## src/rtl/irq_log_pkg.sv

```systemverilog
// Shared types and helpers for the interrupt event logger.
// Severity codes, FSM states and log-entry width.
package irq_log_pkg;

    localparam logic [1:0] SEV_WARN  = 2'b01;
    localparam logic [1:0] SEV_EMERG = 2'b10;

    typedef enum logic [1:0] {
        IDLE    = 2'd0,
        ACK     = 2'd1,
        RELEASE = 2'd2
    } state_t;

    // {sev, ts, accel, steer, brake}
    function automatic int entry_width(input int ts_w);
        return 2 + ts_w + 24;
    endfunction

endpackage

```

## src/rtl/irq_log_fifo.sv

```systemverilog
// Synchronous FIFO with registered read data and registered status.
// Pointers carry an extra wrap bit; a pop frees room for a same-edge push.
module irq_log_fifo #(
    parameter int DEPTH = 8,
    parameter int WIDTH = 42
) (
    input  logic                     clk,
    input  logic                     rst,
    input  logic                     push,
    input  logic [WIDTH-1:0]         wr_data,
    input  logic                     pop,
    output logic [WIDTH-1:0]         rd_data,
    output logic                     rd_valid,
    output logic                     full,
    output logic                     empty,
    output logic [$clog2(DEPTH):0]   count
);

    localparam int AW = $clog2(DEPTH);
    localparam logic [AW:0] FULL_CNT = (AW+1)'(DEPTH);

    logic [WIDTH-1:0] mem [DEPTH];
    logic [AW:0]      wr_ptr;
    logic [AW:0]      rd_ptr;
    logic [AW:0]      count_nxt;
    logic             do_push;
    logic             do_pop;

    assign do_pop  = pop && !empty;
    assign do_push = push && (!full || do_pop);

    always_comb begin
        count_nxt = count;
        if (do_push && !do_pop)
            count_nxt = count + 1'b1;
        else if (!do_push && do_pop)
            count_nxt = count - 1'b1;
    end

    always_ff @(posedge clk or negedge rst) begin
        if (!rst) begin
            wr_ptr   <= '0;
            rd_ptr   <= '0;
            rd_data  <= '0;
            rd_valid <= 1'b0;
            count    <= '0;
            empty    <= 1'b1;
            full     <= 1'b0;
        end else begin
            rd_valid <= do_pop;
            if (do_pop) begin
                rd_data <= mem[rd_ptr[AW-1:0]];
                rd_ptr  <= rd_ptr + 1'b1;
            end
            if (do_push)
                wr_ptr <= wr_ptr + 1'b1;
            count <= count_nxt;
            empty <= (count_nxt == '0);
            full  <= (count_nxt == FULL_CNT);
        end
    end

    always_ff @(posedge clk) begin
        if (do_push)
            mem[wr_ptr[AW-1:0]] <= wr_data;
    end

endmodule

```

## src/rtl/irq_event_logger.sv

```systemverilog
// Logs monitor interrupts with timestamp and sensor snapshot into a FIFO.
// One-cycle ack per logged event; drops on full are counted.
module irq_event_logger
    import irq_log_pkg::*;
#(
    parameter int DEPTH       = 8,
    parameter int TS_W        = 16,
    parameter int ACK_TIMEOUT = 16
) (
    input  logic                           clk,
    input  logic                           rst,
    input  logic [1:0]                     irq,
    input  logic [7:0]                     accel,
    input  logic [7:0]                     steer,
    input  logic [7:0]                     brake,
    output logic                           irq_ack,
    input  logic                           rd_en,
    output logic [entry_width(TS_W)-1:0]   rd_data,
    output logic                           rd_valid,
    output logic                           empty,
    output logic                           full,
    output logic [$clog2(DEPTH):0]         count,
    output logic [7:0]                     drop_cnt,
    input  logic                           drop_clr
);

    localparam int TW = $clog2(ACK_TIMEOUT) + 1;

    state_t          state;
    logic [TS_W-1:0] ts;
    logic [TW-1:0]   timer;
    logic [1:0]      sev;
    logic [1:0]      log_sev;
    logic            log_evt;
    logic            timeout;
    logic            drop;

    assign sev     = irq[1] ? SEV_EMERG : (irq[0] ? SEV_WARN : 2'b00);
    assign timeout = (timer == TW'(ACK_TIMEOUT - 1));
    assign irq_ack = (state == ACK);
    assign drop    = log_evt && full && !(rd_en && !empty);

    // Only an upgrade from warning to emergency re-logs while released
    always_comb begin
        log_evt = 1'b0;
        unique case (state)
            IDLE:    log_evt = |irq;
            RELEASE: log_evt = irq[1] && (log_sev == SEV_WARN);
            default: log_evt = 1'b0;
        endcase
    end

    always_ff @(posedge clk or negedge rst) begin
        if (!rst) begin
            state   <= IDLE;
            ts      <= '0;
            timer   <= '0;
            log_sev <= 2'b00;
        end else begin
            ts <= ts + 1'b1;
            if (log_evt)
                log_sev <= sev;
            unique case (state)
                IDLE: begin
                    if (log_evt)
                        state <= ACK;
                end
                ACK: begin
                    state <= RELEASE;
                    timer <= '0;
                end
                RELEASE: begin
                    if (irq == 2'b00)
                        state <= IDLE;
                    else if (log_evt)
                        state <= ACK;
                    else if (timeout)
                        state <= IDLE;
                    else
                        timer <= timer + 1'b1;
                end
                default: state <= IDLE;
            endcase
        end
    end

    always_ff @(posedge clk or negedge rst) begin
        if (!rst)
            drop_cnt <= '0;
        else if (drop_clr)
            drop_cnt <= '0;
        else if (drop && drop_cnt != 8'hFF)
            drop_cnt <= drop_cnt + 1'b1;
    end

    irq_log_fifo #(
        .DEPTH (DEPTH),
        .WIDTH (entry_width(TS_W))
    ) u_fifo (
        .clk      (clk),
        .rst      (rst),
        .push     (log_evt),
        .wr_data  ({sev, ts, accel, steer, brake}),
        .pop      (rd_en),
        .rd_data  (rd_data),
        .rd_valid (rd_valid),
        .full     (full),
        .empty    (empty),
        .count    (count)
    );

endmodule

```

## config.mk

```make
export PLATFORM = sky130hd
export DESIGN_NAME = irq_event_logger
export DESIGN_NICKNAME = d
export VERILOG_FILES = /design/src/rtl/irq_log_pkg.sv /design/src/rtl/irq_log_fifo.sv /design/src/rtl/irq_event_logger.sv
export SDC_FILE = /design/constraint.sdc
export NUM_CORES = 1
export LEC_CHECK = 0
export CORE_ASPECT_RATIO = 0.8
export CORE_MARGIN = 1.5
export CORE_UTILIZATION = 60
export CTS_BUF_LIST = sky130_fd_sc_hd__clkbuf_4 sky130_fd_sc_hd__clkbuf_8
export CTS_CLUSTER_SIZE = 16
export DETAILED_ROUTE_END_ITERATION = 8
export PLACE_DENSITY = 0.8
export SYNTH_ARGS = -nofsm -noshare
export SYNTH_HDL_FRONTEND = slang
export SYNTH_SLANG_ARGS = --single-unit
```

## constraint.sdc

```tcl
create_clock -name clk -period 6.4 [get_ports clk]
set_input_delay 0.64 -clock clk [delete_from_list [all_inputs] [get_ports clk]]
set_output_delay 0.64 -clock clk [all_outputs]
set_load 0.05 [all_outputs]
```

==> metrics.md, run 1 <==
| Metric | Value |
|---|---|
| Status | finished, final reports clean |
| Antenna diode instance count | 0 |
| Number of global-route vias before repair | 8,325 |
| Routed length per instance | 21.8 um |
| Number of nets produced by synthesis | 875 |
| Port buffer count | 87 |
| Main synth FF type | sky130_fd_sc_hd__edfxtp_1 |
| Final RePlAce weighted congestion | 0.780 |
| Die Y-Extent | 150 um |
| Most frequent standard cell in the layout excluding fill and tap cells | sky130_fd_sc_hd__edfxtp_1 |
| Element type at the critical path start | primary input |
| Pin count of the biggest net entering global routing | 91 |
| Worst-path maximum fanout | 90 |
| Max Root-Sink Buffers | 3 |
| Tot GR Track Use | 0.220 |
| Total Routed Length | 29,900 um |
| Setup repair after global routing missed its margin | no |
| Slew of the pin with the lowest slew margin | 1.15 ns |
| Starting Density | 0.613 |
| Post-cts repair resize count | 0 |
| Cell accounting for the most synthesized area | sky130_fd_sc_hd__edfxtp_1 |
| Die Footprint | 0.0281 mm2 |
| Slew Limit Headroom | 0.234 |
| Data required time at the worst endpoint | 6.65 ns |
| Commonest non-fill, non-tap cells in the layout | sky130_fd_sc_hd__edfxtp_1 (336), sky130_fd_sc_hd__clkdlybuf4s50_1 (86), sky130_fd_sc_hd__mux4_2 (84), sky130_fd_sc_hd__dfrtp_1 (84), sky130_fd_sc_hd__clkbuf_8 (70) |
| Number of synthesized register bits | 424 |
| Top-area cell type share of the netlist area | 0.622 |
| Number of max-slew violations in the final report | 0 |
| Worst Clk Skew | 0.0283 ns |
| CTS sink cnt | 424 |
| Antenna Nets Post-Route | 0 |
| Total of warnings raised by yosys | 0 |
| Mapped cell area | 0.0162 mm2 |
| Data arrival time of the worst path | 3.89 ns |
| Clk Tree Root Cell | sky130_fd_sc_hd__clkbuf_8 |
| Detailed-route vias per instance | 5.82 |
| Maximum ir drop on the vdd rail | 0.251 mV |
| DRT iter0 DRCs | 609 |
| Detailed placer's ending HPWL | 17,300 um |
| Max-cap check violation count | 0 |
| Number of buffers inserted during clock tree synthesis | 61 |
| Fin Setup TNS | 0 ns |
| Global-route wire length before repair | 46,800 um |
| Setup Fix Bufs, Post-CTS | 0 |
| Dominant cells by area after synthesis | sky130_fd_sc_hd__edfxtp_1 (62%), sky130_fd_sc_hd__dfrtp_1 (13%), sky130_fd_sc_hd__mux4_2 (12%) |
| Overflow after GRT | 0 |
| Total chip power | 0.00889 W |
| Antenna violations before repair | 0 |
| Share of synthesized flip-flops with an asynchronous set or reset | 0.208 |
| Number of hold buffers added after CTS | 0 |
| Core Footprint | 0.0265 mm2 |
| Leakage power total | 6.71 nW |
| Number of search-and-repair iterations in the first detailed-routing pass | 5 |
| Final net count | 1,000 |
| Number of distinct library cells after synthesis | 48 |
| Final critical delay including setup and external delays | 3.63 ns |
| CTS tree | done |
| Final non-filler cell total | 1,371 |
| Critical path class | in2reg |
| Ports | 88 |
| Post-placement cell count | 1,256 |
| Layout cell share with drive strength beyond 1 | 0.226 |
| Number of synthesized flops with an enable pin | 336 |
| Chip Width | 187 um |
| Insertion delay to the later sink of the worst-skew pair | 0.59 ns |
| Final Hold Fails | 0 |
| Sequential cell area fraction in the yosys report | 0.757 |
| Standard-cell row count | 53 |
| Fmax | 0.275 GHz |
| Vias post-DR | 7,985 |
| H-Tree Level Count | 2 |
| Area growth, synth to finish | 16.6% |
| Number of endpoints failing setup at the final stage | 0 |
| Synthesized area divided by synthesized cell count | 19.4 um2 |
| Number of design rule violations left after detail routing | 0 |
| Count of mapped cells out of synthesis | 837 |
| Clock Pin Slew Worst Setup and Hold Paths | 0.06 ns |
| Setup slack on the worst flop-to-flop path | 2.90 ns |
| Power Dens Cells | 469 mW/mm2 |
| Hold Crit Class | in2async |
| Final Cycle Share | 0.568 |
| Capturing element type of the critical path | register |
sequential cells by signal, summed over array words and instances, names as in the netlist:
register	count
u_fifo.rd_data	42
u_fifo.count	4
u_fifo.wr_ptr	3
ts	16
u_fifo.rd_valid	1
drop_cnt	8
u_fifo.mem	336
state	2
timer	5
u_fifo.rd_ptr	3
u_fifo.empty	1
u_fifo.full	1
log_sev	2
worst max-delay path, stage by stage:
cell,delay (ns)
sky130_fd_sc_hd__clkdlybuf4s50_1,0.50
sky130_fd_sc_hd__nand2b_4,0.51
sky130_fd_sc_hd__and2_1,0.47
sky130_fd_sc_hd__or3_1,0.50
sky130_fd_sc_hd__nor2_4,0.82
sky130_fd_sc_hd__buf_4,0.39
final cells by class:
| cell class | count | area, um2 |
|---|---|---|
| Sequential cell | 424 | 12300 |
| Fill cell | 1526 | 7530 |
| Multi-Input combinational cell | 365 | 3790 |
| Clock buffer | 90 | 1110 |
| Timing Repair Buffer | 99 | 958 |
| Tap cell | 357 | 447 |
| Clock inverter | 25 | 275 |
| Inverter | 11 | 41.3 |
stage by stage:
stage	hold slack, ns	worst slack, ns	utilization	instance area (um2)
after floorplan	0.344	1.52	-	16200
after global routing	0.0185	2.54	0.715	18900
after global placement	0.467	2.23	0.663	17500
after CTS	0.00703	2.74	0.715	18900
after detailed placement	0.474	2.13	0.663	17500
final	0.0256	2.77	0.715	18900
cell usage after synthesis, types with 2 or more instances:
library cell and number:
sky130_fd_sc_hd__edfxtp_1 336, sky130_fd_sc_hd__dfrtp_1 87, sky130_fd_sc_hd__mux4_2 84, sky130_fd_sc_hd__nand2_1 63
sky130_fd_sc_hd__o21ai_1 45, sky130_fd_sc_hd__mux2i_1 44, sky130_fd_sc_hd__nand3_1 22, sky130_fd_sc_hd__nor2_1 20
sky130_fd_sc_hd__clkbuf_1 15, sky130_fd_sc_hd__xnor2_1 15, sky130_fd_sc_hd__xor2_1 10, sky130_fd_sc_hd__and3_1 9
sky130_fd_sc_hd__buf_1 9, sky130_fd_sc_hd__inv_1 9, sky130_fd_sc_hd__ha_1 8, sky130_fd_sc_hd__buf_2 7
sky130_fd_sc_hd__buf_4 6, sky130_fd_sc_hd__nand2b_1 5, sky130_fd_sc_hd__nor3_1 5, sky130_fd_sc_hd__o21ai_0 4
sky130_fd_sc_hd__nand4_1 3, sky130_fd_sc_hd__inv_2 2, sky130_fd_sc_hd__nor4b_2 2, sky130_fd_sc_hd__o21bai_1 2
sky130_fd_sc_hd__or3_1 2
power breakdown:
group	switching, W	internal, W
Clock	0.000979	0.00136
Combinational	0.00155	0.00112
Sequential	0.000377	0.00350
Total	0.00290	0.00598
worst paths after layout:
| kind | start | depth (start not counted) | to |
|---|---|---|---|
| max | rd_en | 6 | u_fifo.mem[2][6]$_DFFE_PP_ |
| min | rst | 1 | u_fifo.rd_data[23]$_DFFE_PN0P_ |
| max reg2reg | u_fifo.empty$_DFF_PN1_ | 5 | u_fifo.mem[2][6]$_DFFE_PP_ |
| min reg2reg | u_fifo.rd_data[18]$_DFFE_PN0P_ | 2 | u_fifo.rd_data[18]$_DFFE_PN0P_ |
| max in group asynchronous | rst | 2 | u_fifo.rd_ptr[1]$_DFFE_PN0P_ |
| min in group clk | u_fifo.rd_data[18]$_DFFE_PN0P_ | 2 | u_fifo.rd_data[18]$_DFFE_PN0P_ |
cells by family after synthesis:
kind of cell,Yosys count,synth area share
mux,128,0.144
fa+ha+maj,8,0.00617
simple gates,141,0.0419
buf+inv,48,0.0130
xor+xnor,27,0.0155
flops,424,0.757
compound gates,61,0.0223
per-layer routing:
metal	global-route usage	part of all wire	wire length, um
met2	0.353	0.48	14400
met5	0	0	0
met4	0.0540	0.017	495
met1	0.325	0.45	13600
met3	0.0368	0.047	1400
Note: power is estimated with default switching activity, not from simulation.
==> run 2: changes to the inputs <==
- clock period: 6.4 -> 3.6 ns (I/O delays scaled with it)
==> run 2 against run 1 <==
- sequential share of layout area decreased by 0.27 points
- total power grew 75%
- clock-buffer cell count grew 1
- combinational power up 84%
- global-route usage barely moved
- worst hold slack gained 0.46 ns
- critical endpoint is now u_fifo.empty$_DFF_PN1_
- largest cell class unchanged
- highest routed layer unchanged
==> metrics.md, run 2 (synthesized netlist as in run 1, its figures left out) <==
| Metric | Value |
|---|---|
| Status | finished, final reports clean |
| Vias post-DR | 7,923 |
| Number of endpoints failing setup at the final stage | 0 |
| Detailed placer's ending HPWL | 17,300 um |
| Number of search-and-repair iterations in the first detailed-routing pass | 4 |
| Setup repair after global routing missed its margin | no |
| Final RePlAce weighted congestion | 0.777 |
| Area growth, synth to finish | 17.1% |
| Final Hold Fails | 0 |
| Max Root-Sink Buffers | 3 |
| Post-route setup slack | 0.923 ns |
| Total Routed Length | 29,600 um |
| Total chip power | 0.0156 W |
| Detailed-route vias per instance | 5.76 |
| Insertion delay to the later sink of the worst-skew pair | 0.59 ns |
| Worst-path maximum fanout | 69 |
| Leakage power total | 6.71 nW |
| Clock Pin Slew Worst Setup and Hold Paths | 0.06 ns |
| CTS tree | done |
| Core Footprint | 0.0265 mm2 |
| Final critical delay including setup and external delays | 2.68 ns |
| Setup Fix Bufs, Post-CTS | 0 |
| Die Footprint | 0.0281 mm2 |
| Post-cts repair resize count | 0 |
| Antenna violations before repair | 0 |
| Crit-path max cell delay | 0.59 ns |
| Die Y-Extent | 150 um |
| Overflow after GRT | 0 |
| Setup slack at placement | 0.511 ns |
| Fmax | 0.374 GHz |
| Fin Setup TNS | 0 ns |
| Max-cap check violation count | 0 |
| Cell with the largest stage delay on the worst path | sky130_fd_sc_hd__buf_4 |
| Power Dens Cells | 820 mW/mm2 |
| Chip Width | 187 um |
| DRT iter0 DRCs | 589 |
| Antenna Nets Post-Route | 0 |
| Number of global-route vias before repair | 8,343 |
| CTS sink cnt | 424 |
| Final Cycle Share | 0.744 |
| Ports | 88 |
| Finished Core Util | 0.718 |
| Cell Chain, Critical Path | nand2b_4 -> buf_4 -> inv_2 -> a211o_1 -> o22a_1 -> xnor2_2 -> nor3_1 |
| Critical path class | reg2reg |
| Tot GR Track Use | 0.221 |
| Number of design rule violations left after detail routing | 0 |
| Commonest non-fill, non-tap cells in the layout | sky130_fd_sc_hd__edfxtp_1 (336), sky130_fd_sc_hd__clkdlybuf4s50_1 (86), sky130_fd_sc_hd__mux4_2 (84), sky130_fd_sc_hd__dfrtp_1 (84), sky130_fd_sc_hd__clkbuf_8 (68) |
| Worst Clk Skew | 0.0283 ns |
| Number of hold buffers added after CTS | 1 |
| Maximum ir drop on the vdd rail | 0.401 mV |
| Layout cell share with drive strength beyond 1 | 0.225 |
| Crit. Startpoint | u_fifo.empty$_DFF_PN1_ |
| Clk Tree Root Cell | sky130_fd_sc_hd__clkbuf_8 |
| Number of flip-flops in the largest register | 336 |
| Hold Crit Class | in2async |
| Element type at the critical path start | register |
| Slew of the pin with the lowest slew margin | 1.01 ns |
| Starting Density | 0.613 |
| Routed length per instance | 21.5 um |
| Number of buffers inserted during clock tree synthesis | 59 |
| Global-route wire length before repair | 46,800 um |
| H-Tree Level Count | 2 |
| Port buffer count | 87 |
| Final net count | 1,007 |
| Standard-cell row count | 53 |
| Antenna diode instance count | 0 |
| Pin count of the biggest net entering global routing | 71 |
| Reg2reg start | u_fifo.empty$_DFF_PN1_ |
| Most frequent standard cell in the layout excluding fill and tap cells | sky130_fd_sc_hd__edfxtp_1 |
| Number of max-slew violations in the final report | 0 |
| Data required time at the worst endpoint | 4.11 ns |
| Slew Limit Headroom | 0.324 |
| Data arrival time of the worst path | 3.19 ns |
| Capturing element type of the critical path | register |
| Worst Hold Margin | 0.482 ns |
-- run 2: where the power goes --
part	internal [W]	leakage, nW	switching (W)	total [W]
Clock	0.00211	0.671	0.00169	0.00380
Combinational	0.00211	1.85	0.00279	0.00491
Sequential	0.00621	4.19	0.000655	0.00687
-- run 2: path summary, 6_finish.rpt --
| path | endpoint | slack, ns | depth (start not counted) |
|---|---|---|---|
| setup / recovery | u_fifo.empty$_DFF_PN1_ | 0.92 | 7 |
| hold / removal | u_fifo.rd_data[5]$_DFFE_PN0P_ | 0.48 | 2 |
| setup reg to reg | u_fifo.empty$_DFF_PN1_ | 0.92 | 7 |
| hold reg to reg | u_fifo.rd_data[22]$_DFFE_PN0P_ | 0.49 | 2 |
| max in group asynchronous | state[0]$_DFFE_PN0P_ | 2.34 | 3 |
| min in group clk | u_fifo.rd_data[22]$_DFFE_PN0P_ | 0.49 | 2 |
-- run 2: critical path: cells and delay by family (launching register included) --
family / cells / cell delay [ns]
DFF: 1 / 0.54
and+or+nand+nor: 2 / 0.46
AOI/OAI and AO/OA: 2 / 0.63
xor gates and xnor gates: 1 / 0.16
buffers and inverters: 2 / 0.77
-- run 2: layout make-up --
| type | instances | area [um2] |
|---|---|---|
| fillers | 1539 | 7460 |
| multi-input cells | 365 | 3800 |
| flip-flops and latches | 424 | 12300 |
| clock inverters | 19 | 150 |
| inverters | 11 | 41.3 |
| repair buffers | 108 | 1150 |
| clock buffers | 91 | 1110 |
| well taps | 357 | 447 |
-- run 2: metrics by stage --
step           area [um2]  std cells
3_5_place_dp        17700       1264
4_1_cts             19000       1375
5_1_grt             19000       1375
2_1_floorplan       16200        837
6_report            19000       1375
3_3_place_gp        17700       1264
-- run 2: layer usage --
layer,share of wire,track usage,wire [um]
met4,0.016,0.0645,484
met1,0.43,0.315,12800
met3,0.050,0.0347,1490
met2,0.50,0.363,14800
met5,0,0,0
==> run 3: changes to the inputs <==
- clock period: 3.6 -> 2.7 ns (I/O delays scaled with it)
==> run 3 against run 2 <==
- non-clock buffer count rose by 11
- sequential share of layout area down 0.55 points
- via count up 2.2%
- critical path depth is 4 lower
- setup slack worse by 0.70 ns
- routed wire length up 3.6%
- largest cell class unchanged
- highest routed layer unchanged
==> metrics.md, run 3 (synthesized netlist as in run 1, its figures left out) <==
| Metric | Value |
|---|---|
| Status | finished, final reports clean |
| Detailed placer's ending HPWL | 18,600 um |
| Number of max-slew violations in the final report | 0 |
| Max-cap check violation count | 0 |
| Leakage power total | 6.80 nW |
| Area growth, synth to finish | 18.1% |
| Fmax | 0.403 GHz |
| Overflow after GRT | 0 |
| Post-cts repair resize count | 0 |
| Final critical delay including setup and external delays | 2.48 ns |
| Final Hold Fails | 0 |
| Slew Limit Headroom | 0.573 |
| Most frequent standard cell in the layout excluding fill and tap cells | sky130_fd_sc_hd__edfxtp_1 |
| Layout cell share with drive strength beyond 1 | 0.237 |
| Insertion delay to the later sink of the worst-skew pair | 0.62 ns |
| Chip Width | 187 um |
| Worst Clk Skew | 0.0272 ns |
| Critical path class | reg2out |
| Setup slack on the worst flop-to-flop path | 0.45 ns |
| Final RePlAce weighted congestion | 0.780 |
| Number of flip-flops in the largest register | 336 |
| Max Root-Sink Buffers | 3 |
| Routed length per instance | 22.1 um |
| Power Dens Cells | 1100 mW/mm2 |
| Starting Density | 0.613 |
| Capturing element type of the critical path | primary output |
| Depth of the worst register-to-register path | 5 |
| Antenna violations before repair | 0 |
| CTS tree | done |
| Standard-cell row count | 53 |
| Data required time at the worst endpoint | 2.43 ns |
| Clock Pin Slew Worst Setup and Hold Paths | 0.07 ns |
| Cell with the largest stage delay on the worst path | sky130_fd_sc_hd__clkdlybuf4s50_1 |
| Vias post-DR | 8,098 |
| Antenna Nets Post-Route | 0 |
| DRT iter0 DRCs | 624 |
| Fin Setup TNS | 0 ns |
| Element type at the critical path start | register |
| CTS sink cnt | 424 |
| Maximum ir drop on the vdd rail | 0.563 mV |
| Final Cycle Share | 0.919 |
| Final net count | 1,020 |
| Post-route setup slack | 0.219 ns |
| Clk Tree Root Cell | sky130_fd_sc_hd__clkbuf_8 |
| Crit. Startpoint | state[0]$_DFFE_PN0P_ |
| Port buffer count | 87 |
| Number of global-route vias before repair | 8,446 |
| Antenna diode instance count | 0 |
| Number of endpoints failing setup at the final stage | 0 |
| Total Routed Length | 30,700 um |
| Cell Chain, Critical Path | nand2b_1 -> inv_1 -> clkdlybuf4s50_1 |
| Setup repair after global routing missed its margin | no |
| Ports | 88 |
| Worst-path maximum fanout | 6 |
| Critical register-to-register path endpoint | u_fifo.mem[0][37]$_DFFE_PP_ |
| Pin count of the biggest net entering global routing | 63 |
| Detailed-route vias per instance | 5.83 |
| Setup slack at placement | 0.0756 ns |
| Crit-path max cell delay | 0.82 ns |
| Hold Crit Class | in2async |
| Number of design rule violations left after detail routing | 0 |
| Die Y-Extent | 150 um |
| H-Tree Level Count | 2 |
| Tot GR Track Use | 0.228 |
| Number of search-and-repair iterations in the first detailed-routing pass | 5 |
| Number of buffers inserted during clock tree synthesis | 61 |
| Core Footprint | 0.0265 mm2 |
| Data arrival time of the worst path | 2.21 ns |
| Reg2reg start | state[1]$_DFFE_PN0P_ |
| Slew of the pin with the lowest slew margin | 0.639 ns |
| Critical Path Sink | irq_ack |
| Global-route wire length before repair | 48,000 um |
| Die Footprint | 0.0281 mm2 |
| Commonest non-fill, non-tap cells in the layout | sky130_fd_sc_hd__edfxtp_1 (336), sky130_fd_sc_hd__clkdlybuf4s50_1 (86), sky130_fd_sc_hd__mux4_2 (84), sky130_fd_sc_hd__dfrtp_1 (84), sky130_fd_sc_hd__clkbuf_8 (71) |
[run 3: cell count changes in the layout (fill, tap and decap cells not counted), moves of 2 or more]
| cell | before | now |
|---|---|---|
| sky130_fd_sc_hd__buf_12 | 10 | 13 |
| sky130_fd_sc_hd__buf_4 | 11 | 19 |
| sky130_fd_sc_hd__clkinv_2 | 6 | 8 |
| sky130_fd_sc_hd__inv_8 | 2 | 0 |
| sky130_fd_sc_hd__clkbuf_8 | 68 | 71 |
[run 3: metrics by stage]
stage	total power (W)	utilization	hold WS, ns	instances	area [um2]
after floorplan	0.0137	-	-0.0256	837	16300
after global placement	0.0158	0.675	0.311	1275	17900
after detailed placement	0.0160	0.675	0.321	1275	17900
after CTS	0.0213	0.724	0.208	1390	19200
after global routing	0.0220	0.724	0.279	1390	19200
final	0.0210	0.724	0.222	1390	19200
[run 3: where the power goes]
group          total [W]  switching, W  internal, W
logic            0.00683       0.00393      0.00290
registers        0.00898      0.000698      0.00829
clock network    0.00524       0.00233      0.00291
total             0.0210       0.00696       0.0141
[run 3: critical path: cells and delay by family (launching register included)]
kind          cells  cell delay, ns
buf+inv           2            0.95
simple gates      1            0.18
flops             1            0.48
[run 3: per-layer routing]
metal | part of all wire | up-vias | track usage
li1 | - | 3605 | -
met2 | 0.49 | 259 | 0.372
met3 | 0.051 | 50 | 0.0380
met5 | 0 | - | 0
met1 | 0.44 | 4184 | 0.327
met4 | 0.018 | 0 | 0.0669
[run 3: repair_timing]
item / 4_1_cts / 5_1_grt
hold buffers: 1 / 0
endpoints found under the hold margin: 39 / 0
buffers inserted: 0 / 0
[run 3: layout make-up]
cell class | instances | area [um2]
clock inverter | 20 | 150
sequential | 424 | 12300
inverter | 11 | 41.3
tap | 357 | 447
timing repair buffer | 119 | 1270
fill | 1502 | 7290
clock buffer | 94 | 1150
multi-input combinational | 365 | 3800
[run 3: worst min-delay path by stage]
| stage | slack (ns) | cells past startpoint | to |
|---|---|---|---|
| 2_1_floorplan | -0.03 | 0 | drop_cnt[0]$_DFFE_PN0P_ |
| 3_3_place_gp | 0.31 | 1 | u_fifo.count[3]$_DFF_PN0_ |
| 3_5_place_dp | 0.32 | 1 | u_fifo.count[2]$_DFF_PN0_ |
| 4_1_cts | 0.21 | 2 | u_fifo.count[2]$_DFF_PN0_ |
| 5_1_grt | 0.28 | 2 | u_fifo.rd_data[3]$_DFFE_PN0P_ |
| 6_report | 0.22 | 2 | u_fifo.rd_data[6]$_DFFE_PN0P_ |
